### config.mk
export PLATFORM = sky130hd
export DESIGN_NAME = i2s_buf_audio_in
export DESIGN_NICKNAME = d
export VERILOG_FILES = /design/src/rtl/buf_audio_in_pkg.sv /design/src/rtl/i2s_rx_deser.sv /design/src/rtl/i2s_buf_audio_in.sv
export SDC_FILE = /design/constraint.sdc
export NUM_CORES = 1
export LEC_CHECK = 0
export CAP_MARGIN = 10
export CORE_ASPECT_RATIO = 0.6
export CORE_MARGIN = 2
export CORE_UTILIZATION = 66
export DETAILED_ROUTE_END_ITERATION = 8
export GPL_ROUTABILITY_DRIVEN = 0
export PLACE_DENSITY = 0.91
export SLEW_MARGIN = 10
export SYNTH_ARGS = -nofsm -noshare
export SYNTH_HDL_FRONTEND = slang
export SYNTH_SLANG_ARGS = --single-unit
### constraint.sdc
create_clock -name sys_clk -period 7 [get_ports sys_clk]
set_clock_uncertainty 0.15 [all_clocks]
set_input_delay 0.7 -clock sys_clk [delete_from_list [all_inputs] [get_ports sys_clk]]
set_output_delay 0.7 -clock sys_clk [all_outputs]
set_load 0.005 [all_outputs]
### src/rtl/buf_audio_in_pkg.sv
// Shared constants, types and helpers for the buffered I2S audio input.
package buf_audio_in_pkg;

  localparam int I2S_WIDTH         = 24;
  localparam int AUDIO_WIDTH       = 24;
  localparam int BUFFER_DEPTH      = 8;
  localparam int STEREO_MULTIPLIER = 2;

  // Each pair FIFO stores interleaved mono words, two per stereo frame.
  localparam int FIFO_ENTRIES = STEREO_MULTIPLIER * BUFFER_DEPTH;
  localparam int PTR_W        = $clog2(FIFO_ENTRIES);
  localparam int CNT_W        = $clog2(FIFO_ENTRIES + 1);
  localparam int BITCNT_W     = 5;

  localparam logic [CNT_W-1:0] CNT_FULL  = CNT_W'(FIFO_ENTRIES);
  localparam logic [CNT_W-1:0] CNT_READY = CNT_W'(STEREO_MULTIPLIER);

  // One FIFO entry: channel tag (0 = Left, 1 = Right) plus the sample.
  typedef struct packed {
    logic                   lr;
    logic [AUDIO_WIDTH-1:0] data;
  } mono_entry_t;

  // Frame assembly: Left write, one idle cycle, Right write.
  typedef enum logic [1:0] {
    ASM_IDLE  = 2'd0,
    ASM_GAP   = 2'd1,
    ASM_RIGHT = 2'd2
  } asm_state_t;

  // Circular pointer increment that also works for non-power-of-two depths.
  function automatic logic [PTR_W-1:0] ptr_inc(input logic [PTR_W-1:0] ptr);
    if (ptr == PTR_W'(FIFO_ENTRIES - 1)) begin
      return '0;
    end
    return ptr + PTR_W'(1);
  endfunction

endpackage

### src/rtl/i2s_rx_deser.sv
// I2S receive front end: synchronises the pins into sys_clk, detects bclk
// rising edges and deserialises left-justified words, MSB first.
module i2s_rx_deser
  import buf_audio_in_pkg::*;
(
  input  logic                 sys_clk,
  input  logic                 sys_rst,
  input  logic                 i2s_bclk_i,
  input  logic                 i2s_lrclk_i,
  input  logic                 i2s_data_i,
  output logic [I2S_WIDTH-1:0] word_o,
  output logic                 lr_o,
  output logic                 word_done_o
);

  localparam logic [BITCNT_W-1:0] LAST_BIT = BITCNT_W'(I2S_WIDTH - 1);

  logic bclk_meta_q, bclk_sync_q, bclk_prev_q;
  logic lrclk_meta_q, lrclk_sync_q;
  logic data_meta_q, data_sync_q;
  logic bclk_rise;

  logic [I2S_WIDTH-1:0] shift_q, shift_d;
  logic [BITCNT_W-1:0]  bit_cnt_q, bit_cnt_d;
  logic                 lr_q, lr_d;
  logic                 lr_prev_q, lr_prev_d;
  logic                 seen_q, seen_d;
  logic                 active_q, active_d;
  logic                 done_q, done_d;

  // Two-flop synchronisers on all three pins plus bclk history for edge detect.
  always_ff @(posedge sys_clk) begin
    if (sys_rst) begin
      bclk_meta_q  <= 1'b0;
      bclk_sync_q  <= 1'b0;
      bclk_prev_q  <= 1'b0;
      lrclk_meta_q <= 1'b0;
      lrclk_sync_q <= 1'b0;
      data_meta_q  <= 1'b0;
      data_sync_q  <= 1'b0;
    end else begin
      bclk_meta_q  <= i2s_bclk_i;
      bclk_sync_q  <= bclk_meta_q;
      bclk_prev_q  <= bclk_sync_q;
      lrclk_meta_q <= i2s_lrclk_i;
      lrclk_sync_q <= lrclk_meta_q;
      data_meta_q  <= i2s_data_i;
      data_sync_q  <= data_meta_q;
    end
  end

  assign bclk_rise = bclk_sync_q & ~bclk_prev_q;

  // Bit capture: a word starts at the rise that sees an lrclk change and
  // ends after I2S_WIDTH bits; later bits in the phase are ignored.
  // The first rise after reset only records lrclk so that reception
  // starts cleanly at the next real transition.
  always_comb begin
    shift_d   = shift_q;
    bit_cnt_d = bit_cnt_q;
    lr_d      = lr_q;
    lr_prev_d = lr_prev_q;
    seen_d    = seen_q;
    active_d  = active_q;
    done_d    = 1'b0;
    if (bclk_rise) begin
      seen_d    = 1'b1;
      lr_prev_d = lrclk_sync_q;
      if (seen_q && (lrclk_sync_q != lr_prev_q)) begin
        shift_d   = {shift_q[I2S_WIDTH-2:0], data_sync_q};
        bit_cnt_d = BITCNT_W'(1);
        lr_d      = lrclk_sync_q;
        active_d  = 1'b1;
      end else if (active_q) begin
        shift_d   = {shift_q[I2S_WIDTH-2:0], data_sync_q};
        bit_cnt_d = bit_cnt_q + BITCNT_W'(1);
        if (bit_cnt_q == LAST_BIT) begin
          done_d   = 1'b1;
          active_d = 1'b0;
        end
      end
    end
  end

  // Deserialiser state register.
  always_ff @(posedge sys_clk) begin
    if (sys_rst) begin
      shift_q   <= '0;
      bit_cnt_q <= '0;
      lr_q      <= 1'b0;
      lr_prev_q <= 1'b0;
      seen_q    <= 1'b0;
      active_q  <= 1'b0;
      done_q    <= 1'b0;
    end else begin
      shift_q   <= shift_d;
      bit_cnt_q <= bit_cnt_d;
      lr_q      <= lr_d;
      lr_prev_q <= lr_prev_d;
      seen_q    <= seen_d;
      active_q  <= active_d;
      done_q    <= done_d;
    end
  end

  assign word_o      = shift_q;
  assign lr_o        = lr_q;
  assign word_done_o = done_q;

endmodule

### src/rtl/i2s_buf_audio_in.sv
// Buffered I2S audio input: decodes one I2S lane, assembles stereo frames
// and fans them out into one interleaved FIFO per pair; pops land on a
// flat mono output array (index = pair*2 + lr).
// Optional build macro BUF_AUDIO_IN_OVERWRITE_EN: when defined, a write to a
// full FIFO evicts the oldest entry; otherwise such a write is dropped.
module i2s_buf_audio_in
  import buf_audio_in_pkg::*;
#(
  parameter int NUM_AUDIO_CHANNELS = 1
) (
  input  logic                   sys_clk,
  input  logic                   sys_rst,
  input  logic                   adv_read_enable,
  input  logic                   i2s_bclk,
  input  logic                   i2s_lrclk,
  input  logic                   i2s_data,
  output logic [AUDIO_WIDTH-1:0] audio_channel_out [NUM_AUDIO_CHANNELS*STEREO_MULTIPLIER],
  output logic                   sample_valid,
  output logic                   buffer_ready,
  output logic                   buffer_full
);

  logic [I2S_WIDTH-1:0] word;
  logic                 word_lr;
  logic                 word_done;

  i2s_rx_deser u_deser (
    .sys_clk     (sys_clk),
    .sys_rst     (sys_rst),
    .i2s_bclk_i  (i2s_bclk),
    .i2s_lrclk_i (i2s_lrclk),
    .i2s_data_i  (i2s_data),
    .word_o      (word),
    .lr_o        (word_lr),
    .word_done_o (word_done)
  );

  asm_state_t             state_q, state_d;
  logic [AUDIO_WIDTH-1:0] left_q, right_q;
  logic                   left_valid_q;
  logic                   sample_valid_q;
  logic                   wr_en;
  mono_entry_t            wr_entry;
  logic                   rd_req_q, rd_prev_q;
  logic                   rd_rise;

  // Frame assembly: a Right word with a held Left word writes Left now and
  // Right two cycles later, leaving a gap so sample_valid shows two edges.
  always_comb begin
    state_d  = state_q;
    wr_en    = 1'b0;
    wr_entry = {1'b0, left_q};
    unique case (state_q)
      ASM_IDLE: begin
        if (word_done && word_lr && left_valid_q) begin
          wr_en    = 1'b1;
          wr_entry = {1'b0, left_q};
          state_d  = ASM_GAP;
        end
      end
      ASM_GAP: begin
        state_d = ASM_RIGHT;
      end
      ASM_RIGHT: begin
        wr_en    = 1'b1;
        wr_entry = {1'b1, right_q};
        state_d  = ASM_IDLE;
      end
      default: begin
        state_d = ASM_IDLE;
      end
    endcase
  end

  // Assembly registers: hold the Left word, capture the Right word, and
  // discard a Right word that arrives without a Left partner.
  always_ff @(posedge sys_clk) begin
    if (sys_rst) begin
      state_q        <= ASM_IDLE;
      left_q         <= '0;
      right_q        <= '0;
      left_valid_q   <= 1'b0;
      sample_valid_q <= 1'b0;
    end else begin
      state_q        <= state_d;
      sample_valid_q <= wr_en;
      if (word_done && !word_lr) begin
        left_q       <= word;
        left_valid_q <= 1'b1;
      end else if (word_done && word_lr) begin
        right_q      <= word;
        left_valid_q <= 1'b0;
      end
    end
  end

  assign sample_valid = sample_valid_q;

  // Read request edge detector; one pop per rising edge of adv_read_enable.
  always_ff @(posedge sys_clk) begin
    if (sys_rst) begin
      rd_req_q  <= 1'b0;
      rd_prev_q <= 1'b0;
    end else begin
      rd_req_q  <= adv_read_enable;
      rd_prev_q <= rd_req_q;
    end
  end

  assign rd_rise = rd_req_q & ~rd_prev_q;

  for (genvar gi = 0; gi < NUM_AUDIO_CHANNELS; gi++) begin : g_pair
    mono_entry_t            mem [FIFO_ENTRIES];
    mono_entry_t            rd_data_q;
    logic [PTR_W-1:0]       wr_ptr_q, wr_ptr_d;
    logic [PTR_W-1:0]       rd_ptr_q, rd_ptr_d;
    logic [CNT_W-1:0]       count_q, count_d;
    logic                   pop, is_full, do_write, evict;
    logic                   pop_q;
    logic [AUDIO_WIDTH-1:0] out_l_q, out_r_q;

    // FIFO control: pointer/count update including the full-FIFO policy.
    always_comb begin
      pop     = rd_rise && (count_q != '0);
      is_full = (count_q == CNT_FULL);
`ifdef BUF_AUDIO_IN_OVERWRITE_EN
      do_write = wr_en;
      evict    = wr_en && is_full && !pop;
`else
      do_write = wr_en && (!is_full || pop);
      evict    = 1'b0;
`endif
      wr_ptr_d = do_write ? ptr_inc(wr_ptr_q) : wr_ptr_q;
      rd_ptr_d = (pop || evict) ? ptr_inc(rd_ptr_q) : rd_ptr_q;
      count_d  = count_q;
      if (do_write && !pop && !evict) begin
        count_d = count_q + CNT_W'(1);
      end else if (!do_write && pop) begin
        count_d = count_q - CNT_W'(1);
      end
    end

    // Storage array with registered read so it maps onto block RAM.
    always_ff @(posedge sys_clk) begin
      if (do_write) begin
        mem[wr_ptr_q] <= wr_entry;
      end
      if (pop) begin
        rd_data_q <= mem[rd_ptr_q];
      end
    end

    // FIFO pointers, occupancy and pop pipeline flag.
    always_ff @(posedge sys_clk) begin
      if (sys_rst) begin
        wr_ptr_q <= '0;
        rd_ptr_q <= '0;
        count_q  <= '0;
        pop_q    <= 1'b0;
      end else begin
        wr_ptr_q <= wr_ptr_d;
        rd_ptr_q <= rd_ptr_d;
        count_q  <= count_d;
        pop_q    <= pop;
      end
    end

    // Popped sample steers to the Left or Right output by its tag.
    always_ff @(posedge sys_clk) begin
      if (sys_rst) begin
        out_l_q <= '0;
        out_r_q <= '0;
      end else if (pop_q) begin
        if (rd_data_q.lr) begin
          out_r_q <= rd_data_q.data;
        end else begin
          out_l_q <= rd_data_q.data;
        end
      end
    end

    assign audio_channel_out[gi*STEREO_MULTIPLIER]     = out_l_q;
    assign audio_channel_out[gi*STEREO_MULTIPLIER + 1] = out_r_q;

    if (gi == 0) begin : g_status
      // Status flags reflect pair 0 and track the registered occupancy.
      always_ff @(posedge sys_clk) begin
        if (sys_rst) begin
          buffer_full  <= 1'b0;
          buffer_ready <= 1'b0;
        end else begin
          buffer_full  <= (count_d == CNT_FULL);
          buffer_ready <= (count_d >= CNT_READY);
        end
      end
    end
  end

endmodule

==> results of run 1 <==
[through the flow]
stage               power, uW  instance area [um^2]
finish                   6440                 24600
global route             6570                 24600
CTS                      6440                 24600
detailed placement       3760                 23000
global placement         3760                 23000
floorplan                3760                 22000
[synth_stat cells, types with 6 or more instances]
cell,instances
xor2_1,6
ha_1,8
buf_1,6
nor2_1,31
mux2i_1,7
nand2_1,260
buf_4,6
edfxtp_1,425
a21oi_1,128
clkbuf_1,58
a31oi_1,6
mux4_2,125
nor2b_1,14
nand2b_1,7
inv_1,8
dfxtp_1,159
nor3_1,10
mux2_2,24
[cells by family after synthesis]
logic type                 count (synthesis)
DFF                                      584
muxes                                    156
xor gates and xnor gates                   8
adders and majority gates                  9
buffers and inverters                     89
and+or+nand+nor                          344
AOI/OAI and AO/OA                        151
[layout by cell type, fill, tap and decap left out, drive strengths merged, types with 4 or more instances in the layout]
cell and count:
nor2 31, nor3 10, clkdlybuf4s50 55, ha 8
nor2b 14, clkbuf 72, mux2i 7, dfxtp 159
nand2 260, a21oi 129, buf 27, inv 10
edfxtp 425, xor2 6, mux2 24, a31oi 8
clkinv 9, nand2b 7, mux4 125, o21ai 4
[metal layers]
layer | track usage, % | share of wire [%] | vias to the layer above
li1 | - | - | 5157
met1 | 46.4 | 34 | 6405
met2 | 51.8 | 47 | 1208
met3 | 9.14 | 14 | 216
met4 | 12.3 | 3.9 | 2
met5 | 0 | 0.032 | -
[sequential cells by signal, summed over array words and instances, names as in the netlist, 2 cells and up]
name and count:
right_q 24, u_deser.bit_cnt_q 5, g_pair.out_l_q 24, g_pair.rd_data_q 25, g_pair.count_q 5, u_deser.word_o 24, left_q 24, g_pair.out_r_q 24
state_q 2, g_pair.rd_ptr_q 4, g_pair.wr_ptr_q 4, g_pair.mem 400
[critical path, cell delays in order, from the launching register on]
cell	delay (ns)
dfxtp_1	0.45
inv_1	0.10
ha_1	0.22
nor3b_2	0.20
a31oi_4	0.37
nand2_1	0.26
nor2_2	0.80
buf_4	0.41
[final timing paths]
check | start | endpoint | slack [ns] | depth (start not counted)
min | u_deser.bclk_meta_q | u_deser.bclk_sync_q | 0.29 | 1
max | g_pair[0].count_q[1] | g_pair[0].mem[11][11] | 3.70 | 7
min reg2reg | u_deser.bclk_meta_q | u_deser.bclk_sync_q | 0.29 | 1
max reg2reg | g_pair[0].count_q[1] | g_pair[0].mem[11][11] | 3.70 | 7
[cell type report]
cell class,instances,share of cell area (%)
well taps,450,2.29
repair buffers,82,3.07
multi-input cells,668,23.2
clock buffers,72,5.79
clock inverters,16,0.642
inverters,8,0.122
flip-flops and latches,584,64.9
[where the power goes]
| group | switching [uW] | total [uW] | internal [uW] |
|---|---|---|---|
| Sequential | 1.27 | 3660 | 3660 |
| Clock | 1240 | 2750 | 1520 |
| Combinational | 19.1 | 24.8 | 5.65 |
| Total | 1260 | 6440 | 5180 |
==> metrics, run 1 <==
CP startpoint kind flop; final setup margin 3.70 ns; synthesized area 22000 um^2; register clock-pin slew on the reported worst setup and hold paths approximately 0.070 ns; hold slack 0.286 ns; syn_nets between 1k and 1.5k; largest family of logic cells by synthesized area multiplexers; largest net degree at the start of global routing 89; final WL 56.7 mm; TNS Setup 0 ns; vias per cell 6.91; total inserted antenna cells 0; TritonCTS clock tree done; multi-input logic area 5690 um^2; Clock Latency Late Sink 0.59 ns; Post-Synth Simple-Gate Area 6.67%; Die Span Y 145 um; First DRT Iteration DRCs 2080; worst-margin pin slew between 1 and 1.5 ns; PD cells between 200 and 300 nW/um^2; initial antenna violation count 1; Mapped Cells 1341; Antenna Violating Nets Remaining 0; min cycle time layout 3.30 ns; vias in the first global route 12.8k; Setup Buffers After CTS 0; Avg WL per Cell 30.2 um; post-synthesis mux area share 14.3%; RSZ-0062 raised after global routing false; Post-CTS Resized 0; endpoints failing hold 0; xor/xnor share of the synthesized area less than 1%; layout cell share with drive strength beyond 1 about a fifth; # IOs 57; status finished clean; number of distinct library cells after synthesis 53; Peak VDD IR between 150 and 200 uV; DRC 0; CTS Root Cell clkbuf_16; fin. max-slew vios 0; Setup Viol. Count Final 0; I/O Buffers 56; final period utilization 47.2%; crit-path max FO 13; ys async rst share 0%; sequential-to-total area share from yosys stat 72.5%; cell count after placement 1792; Final HPWL DP 30.6 mm; cts bufs inserted 48; Synth Area in Compound Gates 3.80%; Max Clock Freq approximately 300 MHz; filler cell count 1669; CP required 7.10 ns; full die area 34900 um^2; synth top area cells edfxtp_1 (58%), dfxtp_1 (14%), mux4_2 (13%); All-Layer GR Usage between 30% and 40%; Yosys top cell area share 58.0%; DRT Pass-1 Iters 6; GR Overflow Total 0; Seq. cell area approximately 16000 um^2; Final Util about three quarters; cell taking the most area after synthesis edfxtp_1; Syn Area/Cell 16.4 um^2; starting density of the core about two thirds; HP Class flop to flop; Die W between 200 and 250 um; clk buf depth 3; CTS Hold Buffers Added 0; row count 51; Post-Synth Adder-Cell Area 0.501%; Nets between 1k and 1.5k; number of max-cap violations 0; area grow syn2layout 11.7%; critical path class flop to flop; CP arrival 3.41 ns; Final Instance Count excl. Fillers 1880; Vias 13.0k; pre-CTS WS 3.82 ns; first-pass GRT wire length 83.6 mm; leakage power 0.00770 uW; #FFs+latches synth around 580; Core Box Area 32600 um^2; main flop type after synthesis edfxtp_1; Post-synth EDFFs 425; slew margin rel. 15.4%; endpoint class of the critical path flop; CTS Sinks 584; Ys Warns 0; H-tree depth 2
Power figures use the tool's default switching activity.
==> run 2, diff against run 1 <==
--- a/config.mk
+++ b/config.mk
@@ -8,10 +8,10 @@
 export CAP_MARGIN = 10
 export CORE_ASPECT_RATIO = 0.6
 export CORE_MARGIN = 2
-export CORE_UTILIZATION = 66
+export CORE_UTILIZATION = 61
 export DETAILED_ROUTE_END_ITERATION = 8
 export GPL_ROUTABILITY_DRIVEN = 0
-export PLACE_DENSITY = 0.91
+export PLACE_DENSITY = 0.86
 export SLEW_MARGIN = 10
 export SYNTH_ARGS = -nofsm -noshare
 export SYNTH_HDL_FRONTEND = slang
==> constraint.sdc (replaced) <==
create_clock -name sys_clk -period 3.2 [get_ports sys_clk]
set_clock_uncertainty 0.15 [all_clocks]
set_input_delay 0.32 -clock sys_clk [delete_from_list [all_inputs] [get_ports sys_clk]]
set_output_delay 0.32 -clock sys_clk [all_outputs]
set_load 0.005 [all_outputs]
==> metrics, run 2 (synthesis gave the netlist of run 1 again) <==
register clock-pin slew on the reported worst setup and hold paths 0.06 ns; Critical Path Start g_pair[0].count_q[1]; number of max-cap violations 0; fin. max-slew vios 0; Core Box Area ~35000 um^2; Clock Latency Late Sink 0.59 ns; Max Clock Freq 357 MHz; Nets 1428; CTS Hold Buffers Added 0; RSZ-0062 raised after global routing false; final period utilization 87.4%; first-pass GRT wire length 78.9 mm; worst-margin pin slew 1.15 ns; H-tree depth 2; Setup Viol. Count Final 0; CTS Root Cell clkbuf_16; starting density of the core 62.4%; crit path cell chain inv_1 > ha_1 > nor3b_2 > a31oi_4 > nand2_1 > nor2_2 > buf_4; Peak VDD IR about 470 uV; CTS Sinks 584; Post-CTS Resized 0; I/O Buffers 56; CP startpoint kind flop; Antenna Violating Nets Remaining 0; endpoint class of the critical path flop; max FFs per register 400; RR Startpoint g_pair[0].count_q[1]; crit path max-delay cell type dfxtp_1; sw frac 19.5%; Vias ~12k; vias per cell ~6.4; leakage power between 0.007 and 0.008 uW; PD cells 557 nW/um^2; commonest non-fill, non-tap cells in the layout edfxtp_1 (425), nand2_1 (260), dfxtp_1 (156); TritonCTS clock tree done; Final HPWL DP 31.0 mm; TNS Setup 0 ns; GR Overflow Total 0; CP required 3.27 ns; All-Layer GR Usage 29.1%; Setup Buffers After CTS 0; cts bufs inserted 49; final WL around 53 mm; area grow syn2layout 12.8%; slew margin rel. a little under a quarter; crit-path max FO 25; capture point of the critical path g_pair[0].mem[8][4]; Reg2Reg Setup Slack 0.40 ns; CP arrival 2.87 ns; # IOs 57; clock power share about two fifths; clk buf depth 3; largest net degree at the start of global routing 63; Die Span Y 151 um; HP Class primary input to flop; slowest stage delay, CP 0.44 ns; DRT Pass-1 Iters 5; most common cell after layout, fill and taps aside edfxtp_1; largest registers g_pair.mem x400, g_pair.rd_data_q x25; endpoints failing hold 0; Reg2Reg Capture Point g_pair[0].mem[8][4]; vias in the first global route 12.4k; First DRT Iteration DRCs around 1.5k; register share of total power 57.9%; initial antenna violation count 1; Finished Cell Area 24800 um^2; Post-DP Area about 23000 um^2; full die area 37600 um^2; Die W 249 um; row count 53; internal power 11100 uW; min cycle time layout 2.80 ns; filler cell count between 2k and 2.5k; Psw 2700 uW; layout cell share with drive strength beyond 1 20.2%; critical path class flop to flop; Logic pwr share 0.4%; Register-to-Register Path Depth 7; largest reg by FF count g_pair.mem; DRC 0; status finished clean; Avg WL per Cell roughly 28 um
[run 2: changes by cell type in the layout (fill, tap and decap cells not counted), moves of 2 or more]
cell      before  now
buf_12         0    8
buf_4         27   40
clkbuf_1      11   18
clkbuf_8      11    4
clkinv_1       6    8
clkinv_2       3    5
clkinv_8       0    2
nor3_2         4    0
nor3_4         0    4
[run 2: area by class of cell]
class	count	area [um^2]	area share (%)
clock inverters	19	164	0.661
repair buffers	103	1010	4.07
inverters	8	30.0	0.121
multi-input cells	668	5720	23.0
clock buffers	71	1350	5.44
diodes	1	2.50	0.0101
well taps	467	584	2.36
flip-flops and latches	584	16000	64.3
[run 2: worst min-delay path by stage]
stage / cells after the start / slack (ns) / startpoint / end
floorplan: 1 / 0.26 / u_deser.bclk_meta_q / u_deser.bclk_sync_q
global placement: 1 / 0.28 / u_deser.bclk_meta_q / u_deser.bclk_sync_q
detailed placement: 1 / 0.28 / u_deser.data_meta_q / u_deser.data_sync_q
CTS: 2 / 0.09 / sys_rst / g_pair[0].wr_ptr_q[1]
global route: 2 / 0.13 / sys_rst / g_pair[0].count_q[3]
finish: 2 / 0.11 / sys_rst / u_deser.bit_cnt_q[1]
[run 2: through the flow]
stage	util (%)	std cells	total power (uW)	hold WS, ns	setup slack (ns)
2_1_floorplan	-	1341	8220	0.264	0.262
3_3_place_gp	66.0	1830	8230	0.276	0.648
3_5_place_dp	66.0	1830	8230	0.278	0.529
4_1_cts	70.3	1920	13900	0.0908	0.440
5_1_grt	70.3	1920	14200	0.133	0.282
6_report	70.3	1921	13800	0.113	0.403
[run 2: routing by layer]
layer  vias up  global-route usage, %  routed length (um)
met5         -                      0                   0
met4         0                   10.1                1790
met3       130                   8.18                6540
met2       824                   48.2               25500
met1      6157                   37.7               19100
li1       5210                      -                   -
[run 2: power groups by stage]
stage                     clock network (uW)  logic, uW  registers, uW
after floorplan                            0       40.8           8180
after global placement                     0       53.6           8180
after detailed placement                   0       55.4           8180
after CTS                               5810       56.0           8010
after global routing                    6090       61.6           8010
final                                   5760       57.1           8010
[run 2: critical path: cells and delay by family (launching register included)]
| family | cells | cell delay, ns |
|---|---|---|
| AO/OA/AOI/OAI | 1 | 0.41 |
| flip-flops | 1 | 0.44 |
| buffers and inverters | 2 | 0.55 |
| AND/OR/NAND/NOR | 3 | 0.62 |
| adder cells (fa/ha/maj) | 1 | 0.23 |
==> run 3, diff against run 2 <==
--- a/config.mk
+++ b/config.mk
@@ -5,13 +5,14 @@
 export SDC_FILE = /design/constraint.sdc
 export NUM_CORES = 1
 export LEC_CHECK = 0
+export ABC_CLOCK_PERIOD_IN_PS = 3200
 export CAP_MARGIN = 10
 export CORE_ASPECT_RATIO = 0.6
 export CORE_MARGIN = 2
 export CORE_UTILIZATION = 61
 export DETAILED_ROUTE_END_ITERATION = 8
 export GPL_ROUTABILITY_DRIVEN = 0
-export PLACE_DENSITY = 0.86
+export PLACE_DENSITY_LB_ADDON = 0.1
 export SLEW_MARGIN = 10
 export SYNTH_ARGS = -nofsm -noshare
 export SYNTH_HDL_FRONTEND = slang
==> metrics, run 3 (synthesis gave the netlist of run 1 again) <==
status finished clean; Routed met1 length 21.8 mm; CTS Sinks 584; Vias 11.7k; Met3 Routed Length 4.25 mm; CP startpoint kind flop; I/O Buffers 56; crit path cell chain inv_1 > ha_1 > nor3b_2 > a31oi_4 > nand2_1 > nor2_4 > buf_12; largest registers g_pair.mem x400, g_pair.rd_data_q x25; DRC 0; register clock-pin slew on the reported worst setup and hold paths 0.06 ns; max FFs per register 400; Nets about 1.4k; DRT Pass-1 Iters 5; All-Layer GR Usage 26.2%; slowest stage delay, CP 0.45 ns; Clock Latency Late Sink 0.59 ns; Core Box Area 35300 um^2; Post-CTS Resized 0; final period utilization 86.6%; Finished Cell Area 25000 um^2; Setup Buffers After CTS 0; RSZ-0062 raised after global routing false; number of max-cap violations 0; vias per cell 6.08; first-pass GRT wire length 72.0 mm; fin. max-slew vios 0; cts bufs inserted 50; leakage power 0.00788 uW; WP buf/inv 2; TritonCTS clock tree done; critical path class flop to flop; row count 53; slew margin rel. 24.0%; Die W between 200 and 250 um; crit-path max FO 16; TNS Setup 0 ns; CP arrival 2.90 ns; Final HPWL DP 30.0 mm; largest reg by FF count g_pair.mem; final WL 47.7 mm; CTS Root Cell clkbuf_16; layout cell share with drive strength beyond 1 21.3%; commonest non-fill, non-tap cells in the layout edfxtp_1 (425), nand2_1 (260), dfxtp_1 (156); crit path max-delay cell type a31oi_4; H-tree depth 2; clk buf depth 3; endpoints failing hold 0; CP delay by family, top simple AND/OR/NAND/NOR gates; vias in the first global route 11.4k; max layer used met4; Antenna Violating Nets Remaining 0; full die area 37600 um^2; Avg WL per Cell 24.8 um; initial antenna violation count 0; min cycle time layout 2.77 ns; # IOs 57; Setup Viol. Count Final 0; HP Class primary input to flop; met2 WL 20.8 mm; largest net degree at the start of global routing between 70 and 80; CP required around 3.3 ns; starting density of the core 62.4%; endpoint class of the critical path flop; GR Overflow Total 0; PD cells 559 nW/um^2; First DRT Iteration DRCs 1306; most common cell after layout, fill and taps aside edfxtp_1; Max Clock Freq 361 MHz; total inserted antenna cells 0; Die Span Y 151 um; Post-DP Area 23400 um^2; Peak VDD IR 491 uV; worst-margin pin slew 1.14 ns; area grow syn2layout 13.8%
run 3: stage by stage:
step                      util (%)  hold WS (ns)  cells  setup WS [ns]  total power, uW
final                         71.0         0.150   1928          0.427            14000
after global routing          71.0         0.158   1928          0.246            14400
after detailed placement      66.4         0.273   1833          0.455             8230
after CTS                     71.0         0.134   1928          0.439            14100
after global placement        66.4         0.266   1833          0.518             8230
after floorplan                  -         0.264   1341          0.262             8220
run 3: path summary, 6_finish.rpt:
path                   startpoint  cells after the start  slack (ns)                     to
max          g_pair[0].count_q[1]                      7        0.43  g_pair[0].mem[11][14]
min                      i2s_data                      2        0.15    u_deser.data_meta_q
max reg2reg  g_pair[0].count_q[1]                      7        0.43  g_pair[0].mem[11][14]
min reg2reg   u_deser.data_meta_q                      1        0.29    u_deser.data_sync_q
run 3: report_power, final:
group	internal, uW	leakage, uW	switching, uW
logic	15.7	0.00184	40.3
clock network	3290	0.000812	2650
registers	8010	0.00523	2.56
total	11300	0.00788	2690
run 3: metal layers:
layer | GRT usage (%) | up-vias
li1 | - | 5233
met3 | 6.19 | 67
met1 | 41.2 | 5992
met5 | 0 | -
met4 | 5.84 | 0
met2 | 37.8 | 436
run 3: layout make-up:
class | instances | area [um^2]
clock buffer | 71 | 1470
timing repair buffer | 107 | 1110
fill | 2204 | 10200
inverter | 8 | 30.0
multi-input combinational | 668 | 5750
clock inverter | 23 | 153
tap | 467 | 584
sequential | 584 | 16000
run 3: worst reg2reg max path, cell delays in order (launching register included):
cell and delay [ns]:
dfxtp_1 0.44, inv_1 0.09, ha_1 0.21, nor3b_2 0.19, a31oi_4 0.45, nand2_1 0.33, nor2_4 0.40, buf_12 0.21
run 3: repair_timing:
item | in CTS | in global routing
hold buffers | 1 | 0
endpoints found under the hold margin | 14 | 0
endpoints found under the setup margin | 0 | 0
